$ cat src/rtl/mips_id_exe_block.sv
// -----------------------------------------------------------------------------
// mips_id_exe_block
// Instruction-decode and execute logic of a 5-stage MIPS pipeline, together
// with the EXE/MEM pipeline register. The ID/EXE register lives outside.
//
// Ports
//   clk, rst          single rising-edge clock; synchronous active-low reset
//   id_pc_in/id_instr IF/ID register contents
//   wb_en/wb_dest/wb_value  register-file write port driven by WB
//   id_pc, id_val1, id_val2, id_imm, id_dest, id_ctrl
//                     combinational decode results
//                     id_ctrl = {alu_cmd[3:0], use_imm, wb_en, mem_r, mem_w, branch}
//   exe_pc_in, exe_val1, exe_val2, exe_imm, exe_dest, exe_ctrl
//                     ID/EXE register contents (exe_ctrl has the id_ctrl layout)
//   freeze            holds the EXE/MEM register
//   exe_pc, branch_taken, branch_addr
//                     combinational EXE results
//   mem_pc, mem_alu_res, mem_st_val, mem_dest, mem_ctrl
//                     EXE/MEM register outputs, mem_ctrl = {wb_en, mem_r, mem_w}
// -----------------------------------------------------------------------------
module mips_id_exe_block (
  input  logic        clk,
  input  logic        rst,
  input  logic [31:0] id_pc_in,
  input  logic [31:0] id_instr,
  input  logic        wb_en,
  input  logic [4:0]  wb_dest,
  input  logic [31:0] wb_value,
  output logic [31:0] id_pc,
  output logic [31:0] id_val1,
  output logic [31:0] id_val2,
  output logic [31:0] id_imm,
  output logic [4:0]  id_dest,
  output logic [8:0]  id_ctrl,
  input  logic [31:0] exe_pc_in,
  input  logic [31:0] exe_val1,
  input  logic [31:0] exe_val2,
  input  logic [31:0] exe_imm,
  input  logic [4:0]  exe_dest,
  input  logic [8:0]  exe_ctrl,
  input  logic        freeze,
  output logic [31:0] exe_pc,
  output logic        branch_taken,
  output logic [31:0] branch_addr,
  output logic [31:0] mem_pc,
  output logic [31:0] mem_alu_res,
  output logic [31:0] mem_st_val,
  output logic [4:0]  mem_dest,
  output logic [2:0]  mem_ctrl
);

  localparam logic [5:0] OP_RTYPE = 6'h00;
  localparam logic [5:0] OP_ADDI  = 6'h08;
  localparam logic [5:0] OP_LW    = 6'h23;
  localparam logic [5:0] OP_SW    = 6'h2B;
  localparam logic [5:0] OP_BEQ   = 6'h04;

  localparam logic [5:0] FN_ADD = 6'h20;
  localparam logic [5:0] FN_SUB = 6'h22;
  localparam logic [5:0] FN_AND = 6'h24;
  localparam logic [5:0] FN_OR  = 6'h25;
  localparam logic [5:0] FN_XOR = 6'h26;
  localparam logic [5:0] FN_SLT = 6'h2A;

  localparam logic [3:0] ALU_ADD = 4'd0;
  localparam logic [3:0] ALU_SUB = 4'd1;
  localparam logic [3:0] ALU_AND = 4'd2;
  localparam logic [3:0] ALU_OR  = 4'd3;
  localparam logic [3:0] ALU_XOR = 4'd4;
  localparam logic [3:0] ALU_SLT = 4'd5;

  // ---------------------------------------------------------------------------
  // ID stage
  // ---------------------------------------------------------------------------
  logic [5:0]  opcode_s;
  logic [5:0]  funct_s;
  logic [4:0]  rs_s;
  logic [4:0]  rt_s;
  logic [4:0]  rd_s;
  logic [3:0]  alu_cmd_s;
  logic        use_imm_s;
  logic        wr_en_s;
  logic        mem_r_s;
  logic        mem_w_s;
  logic        branch_s;
  logic [31:0] rd_val1_s;
  logic [31:0] rd_val2_s;
  logic [31:0] rf_r [0:31];
  logic        unused_shamt_s;

  assign opcode_s = id_instr[31:26];
  assign rs_s     = id_instr[25:21];
  assign rt_s     = id_instr[20:16];
  assign rd_s     = id_instr[15:11];
  assign funct_s  = id_instr[5:0];

  // Shift amount field is not used by any supported instruction.
  assign unused_shamt_s = ^id_instr[10:6];

  // Instruction decode into control bits; unknown encodings leave every bit 0.
  always_comb begin
    alu_cmd_s = ALU_ADD;
    use_imm_s = 1'b0;
    wr_en_s   = 1'b0;
    mem_r_s   = 1'b0;
    mem_w_s   = 1'b0;
    branch_s  = 1'b0;
    case (opcode_s)
      OP_RTYPE: begin
        case (funct_s)
          FN_ADD: begin alu_cmd_s = ALU_ADD; wr_en_s = 1'b1; end
          FN_SUB: begin alu_cmd_s = ALU_SUB; wr_en_s = 1'b1; end
          FN_AND: begin alu_cmd_s = ALU_AND; wr_en_s = 1'b1; end
          FN_OR:  begin alu_cmd_s = ALU_OR;  wr_en_s = 1'b1; end
          FN_XOR: begin alu_cmd_s = ALU_XOR; wr_en_s = 1'b1; end
          FN_SLT: begin alu_cmd_s = ALU_SLT; wr_en_s = 1'b1; end
          default: begin alu_cmd_s = ALU_ADD; end
        endcase
      end
      OP_ADDI: begin use_imm_s = 1'b1; wr_en_s = 1'b1; end
      OP_LW:   begin use_imm_s = 1'b1; wr_en_s = 1'b1; mem_r_s = 1'b1; end
      OP_SW:   begin use_imm_s = 1'b1; mem_w_s = 1'b1; end
      OP_BEQ:  begin branch_s = 1'b1; end
      default: begin alu_cmd_s = ALU_ADD; end
    endcase
  end

  // Register file storage: cleared by reset, r0 never written.
  always_ff @(posedge clk) begin
    if (!rst) begin
      for (int i = 0; i < 32; i++) begin
        rf_r[i] <= 32'd0;
      end
    end else if (wb_en && (wb_dest != 5'd0)) begin
      rf_r[wb_dest] <= wb_value;
    end
  end

  // Port A read: r0 is hard zero, a same-cycle write to rs is forwarded.
  always_comb begin
    if (rs_s == 5'd0) begin
      rd_val1_s = 32'd0;
    end else if (wb_en && (wb_dest == rs_s)) begin
      rd_val1_s = wb_value;
    end else begin
      rd_val1_s = rf_r[rs_s];
    end
  end

  // Port B read: same rules as port A, indexed by rt.
  always_comb begin
    if (rt_s == 5'd0) begin
      rd_val2_s = 32'd0;
    end else if (wb_en && (wb_dest == rt_s)) begin
      rd_val2_s = wb_value;
    end else begin
      rd_val2_s = rf_r[rt_s];
    end
  end

  assign id_pc   = id_pc_in;
  assign id_val1 = rd_val1_s;
  assign id_val2 = rd_val2_s;
  assign id_imm  = {{16{id_instr[15]}}, id_instr[15:0]};
  // R-type writes rd; every I-type writes rt.
  assign id_dest = (opcode_s == OP_RTYPE) ? rd_s : rt_s;
  assign id_ctrl = {alu_cmd_s, use_imm_s, wr_en_s, mem_r_s, mem_w_s, branch_s};

  // ---------------------------------------------------------------------------
  // EXE stage
  // ---------------------------------------------------------------------------
  logic [31:0] alu_b_s;
  logic [31:0] alu_res_s;

  // ALU with operand-B mux; arithmetic wraps and no flags are produced.
  always_comb begin
    if (exe_ctrl[4]) begin
      alu_b_s = exe_imm;
    end else begin
      alu_b_s = exe_val2;
    end
    case (exe_ctrl[8:5])
      ALU_ADD: alu_res_s = exe_val1 + alu_b_s;
      ALU_SUB: alu_res_s = exe_val1 - alu_b_s;
      ALU_AND: alu_res_s = exe_val1 & alu_b_s;
      ALU_OR:  alu_res_s = exe_val1 | alu_b_s;
      ALU_XOR: alu_res_s = exe_val1 ^ alu_b_s;
      ALU_SLT: alu_res_s = ($signed(exe_val1) < $signed(alu_b_s)) ? 32'd1 : 32'd0;
      default: alu_res_s = 32'd0;
    endcase
  end

  assign exe_pc       = exe_pc_in;
  assign branch_taken = exe_ctrl[0] && (exe_val1 == exe_val2);
  // Word offset: immediate shifted left by two, relative to the next PC.
  assign branch_addr  = exe_pc_in + 32'd4 + {exe_imm[29:0], 2'b00};

  // EXE/MEM pipeline register: reset beats freeze, freeze holds.
  always_ff @(posedge clk) begin
    if (!rst) begin
      mem_pc      <= 32'd0;
      mem_alu_res <= 32'd0;
      mem_st_val  <= 32'd0;
      mem_dest    <= 5'd0;
      mem_ctrl    <= 3'd0;
    end else if (freeze) begin
      mem_pc      <= mem_pc;
      mem_alu_res <= mem_alu_res;
      mem_st_val  <= mem_st_val;
      mem_dest    <= mem_dest;
      mem_ctrl    <= mem_ctrl;
    end else begin
      mem_pc      <= exe_pc_in;
      mem_alu_res <= alu_res_s;
      mem_st_val  <= exe_val2;
      mem_dest    <= exe_dest;
      mem_ctrl    <= exe_ctrl[3:1];
    end
  end

endmodule

$ cat config.mk
export PLATFORM = sky130hd
export DESIGN_NAME = mips_id_exe_block
export DESIGN_NICKNAME = d
export VERILOG_FILES = /design/src/rtl/mips_id_exe_block.sv
export SDC_FILE = /design/constraint.sdc
export NUM_CORES = 2
export LEC_CHECK = 0
export CAP_MARGIN = 20
export CORE_ASPECT_RATIO = 0.7
export CORE_MARGIN = 3
export CORE_UTILIZATION = 59
export CTS_CLUSTER_SIZE = 14
export DETAILED_ROUTE_END_ITERATION = 10
export GPL_ROUTABILITY_DRIVEN = 0
export PLACE_DENSITY = 0.81
export SLEW_MARGIN = 20
export SYNTH_ARGS = -nofsm -noshare
export SYNTH_HDL_FRONTEND = slang
export SYNTH_SLANG_ARGS = --single-unit
$ cat constraint.sdc
create_clock -name clk -period 6.58 [get_ports clk]
set_input_delay 1.645 -clock clk [delete_from_list [all_inputs] [get_ports clk]]
set_output_delay 1.645 -clock clk [all_outputs]
set_load 0.05 [all_outputs]
==> reports/results.ini <==
[status]
outcome=finished, final reports clean

[logic_synthesis]
async_flop_share_pct=0
synth-edff-count=1024
synth_cell_types=92
synth_top_area_cell=edfxtp_1
seq_area_frac_synth_pct=49.00
ys_seq_elements=1128
synth.avg_cell_area_sq_um=13.42
syn_inst=4993
synth.area.top_cells=edfxtp_1, mux4_2, and2_1
ys_warn_count=0
synth_area_sq_um=67000
yosysMostFrequentCell=edfxtp_1
synthFlopType=edfxtp_1
synthTopCellsByCount=edfxtp_1, and2_1, mux4_2
synth_top_area_share_pct=45.89

[route]
drtIter0Drc=10050
wirelength_mm=237.7
drt_first_pass_iters=10
drc_errors=0
viasPerCell=7.143
via_count=50140
ant_nets=0
wl_per_cell_um=33.86

[job]
cap_violations=0

[global_routing]
antenna_found_initial=27
grt_max_degree=72
grt_overflow=0
track_usage_pct=39.79
grt_pass1_wl_mm=338.6
grt_pass1_vias=48870

[clock_tree]
ctsHoldBuffers=0
cts_made_buffers=107
h-tree-depth=3
cts-root-buf=clkbuf_16
cts_tree=yes
cts.sinks=1128
clk_latency_ns=0.74
max-clock-path-buffers=3
clk_pin_slew_ns=0.07

[critical_path]
worstPathArrival_ns=4.89
start_kind=primary input
cp_cell_sequence=clkdlybuf4s50_1, ha_1, ha_2, o21ai_2, a21oi_2, a31oi_4, nor3_4, o31a_1, buf_4, or4_4, a41o_1, a21oi_2, xnor2_2, buf_12
worstPathMaxFanout=2
crit_required_ns=4.93
endpoint_kind=output port
critPathSlowestCell=clkdlybuf4s50_1
slowest_delay_ns=0.44
path_class=primary input to output port
critPathMostFrequentCell=a21oi_2

[power]
pwr-share-clk_pct=33.0
p_switching_uw=5717
seqPwrFrac_pct=43.7
p_leak_uw=0.02887
intPower_uw=13570
p_sw_share_pct=29.65
powerDensity_nw_per_um2=242.2
power.total_uw=19280
comb_power_share_pct=23.4
irDropWorstVdd_v=0.0002236

[sta]
drv_slew=0
min_period_ns=6.532
worst_slew_pin_slew_ns=1.200
hold_viol_final=0
worst_clock_skew_ns=0
fin_ws_ns=0.04791
setup_tns_ns=0
maxSlewHeadroom_pct=19.78
setup-violations-final=0
finalCritPeriodShare_pct=99.27
max_freq_mhz=153.1

[die]
initial_core_util_pct=60.00
io_pins=558
die_y_um=288.0
die_area_sq_um=117700
std_cell_rows=102
die_w_um=408.8
core_region_area_sq_um=111700

[layout]
drive_gt1_share_pct=24.48
nets=5802
post_layout_nonfiller_instances=7020
fin_area_sq_um=79610
fillers=6925
area.growth.synth_to_final_pct=18.81

[place]
post-place-ws_ns=-0.4446
dpl_cell_area_sq_um=75490
hpwl_mm=158.5
placed_cells=6784
portBuffers=482

[hold_path]
hp-class=register to register

registers in the layout, indices dropped and copies added (netlist names):
name,flops
mem_ctrl,3
mem_st_val,32
mem_pc,32
mem_alu_res,32
mem_dest,5
rf_r,1024
cell usage in the layout, fill, tap and decap left out, types with 35 or more instances in the layout:
cell and count:
edfxtp_1 1024, and2_1 1000, mux4_2 595, clkdlybuf4s50_1 353
buf_4 312, nor2_1 239, mux2i_1 223, a21oi_1 148
ha_1 139, a211oi_1 125, buf_12 110, clkbuf_16 108
inv_1 105, dfxtp_1 104, o21ai_0 72, nand2_1 70
xnor2_1 66, nor2b_1 40, diode_2 35
final cells by class:
cell class              instances  area (sq um)  area share (%)
diodes                         35         87.58          0.1100
well taps                    1508          1887           2.370
multi-input cells            3227         32300           40.58
clock buffers                 130          2806           3.525
inverters                     112         422.9          0.5312
clock inverters                64         674.4          0.8472
flip-flops and latches       1128         32830           41.24
repair buffers                816          8594           10.80
metrics by stage:
stage / hold WS, ns / util (%)
after CTS: 0.4653 / 70.87
after global placement: 0.4417 / 67.60
final: 0.4712 / 71.29
after global routing: 0.5050 / 71.24
after floorplan: 0.6743 / -
after detailed placement: 0.4531 / 67.61
cell families after synthesis:
kind of cell,after synthesis,synth area share [%]
compound gates,580,5.789
flops,1128,49.00
simple gates,1542,13.07
fa+ha+maj,163,3.077
mux,825,23.45
other cells,1,0.005597
xor+xnor,84,1.098
buf+inv,670,4.513
what timing repair did:
| item | in CTS | in global routing |
|---|---|---|
| resized for setup | 36 | 56 |
| setup endpoints to repair | 8 | 6 |
| pin swaps | 15 | 25 |
| gates cloned | 0 | 0 |
| setup buffers | 2 | 2 |
| hold endpoints to repair | 0 | 0 |
per-layer routing:
layer | up-vias | routed length, um | GRT usage (%)
met5 | - | 134 | 0.8621
met1 | 24680 | 82480 | 55.65
li1 | 19600 | - | -
met3 | 837 | 44950 | 17.09
met2 | 5016 | 99060 | 54.71
met4 | 12 | 11120 | 16.12
critical path, delay by kind of cell:
family	cells	cell delay, ns
buf+inv	3	0.78
xor+xnor	1	0.16
compound gates	6	1.22
simple gates	2	0.48
fa+ha+maj	2	0.60
path summary, 6_finish.rpt:
check	start	to	slack, ns	cells past startpoint
worst max register to register	mem_alu_res[31]$_SDFFE_PN0N_	mem_alu_res[31]$_SDFFE_PN0N_	5.16	4
worst min-delay path	mem_alu_res[21]$_SDFFE_PN0N_	mem_alu_res[21]$_SDFFE_PN0N_	0.47	2
worst max-delay path	exe_imm[5]	branch_addr[30]	0.05	14
worst min register to register	mem_alu_res[21]$_SDFFE_PN0N_	mem_alu_res[21]$_SDFFE_PN0N_	0.47	2
power by group through the flow:
stage / sequential (uW) / combinational (uW) / clock [uW]
2_1_floorplan: 8590 / 2490 / 0
3_3_place_gp: 8500 / 4230 / 0
3_5_place_dp: 8540 / 4280 / 0
4_1_cts: 8400 / 4340 / 6330
5_1_grt: 8440 / 4610 / 6610
6_report: 8420 / 4500 / 6360
Note: power is estimated with default switching activity, not from simulation.
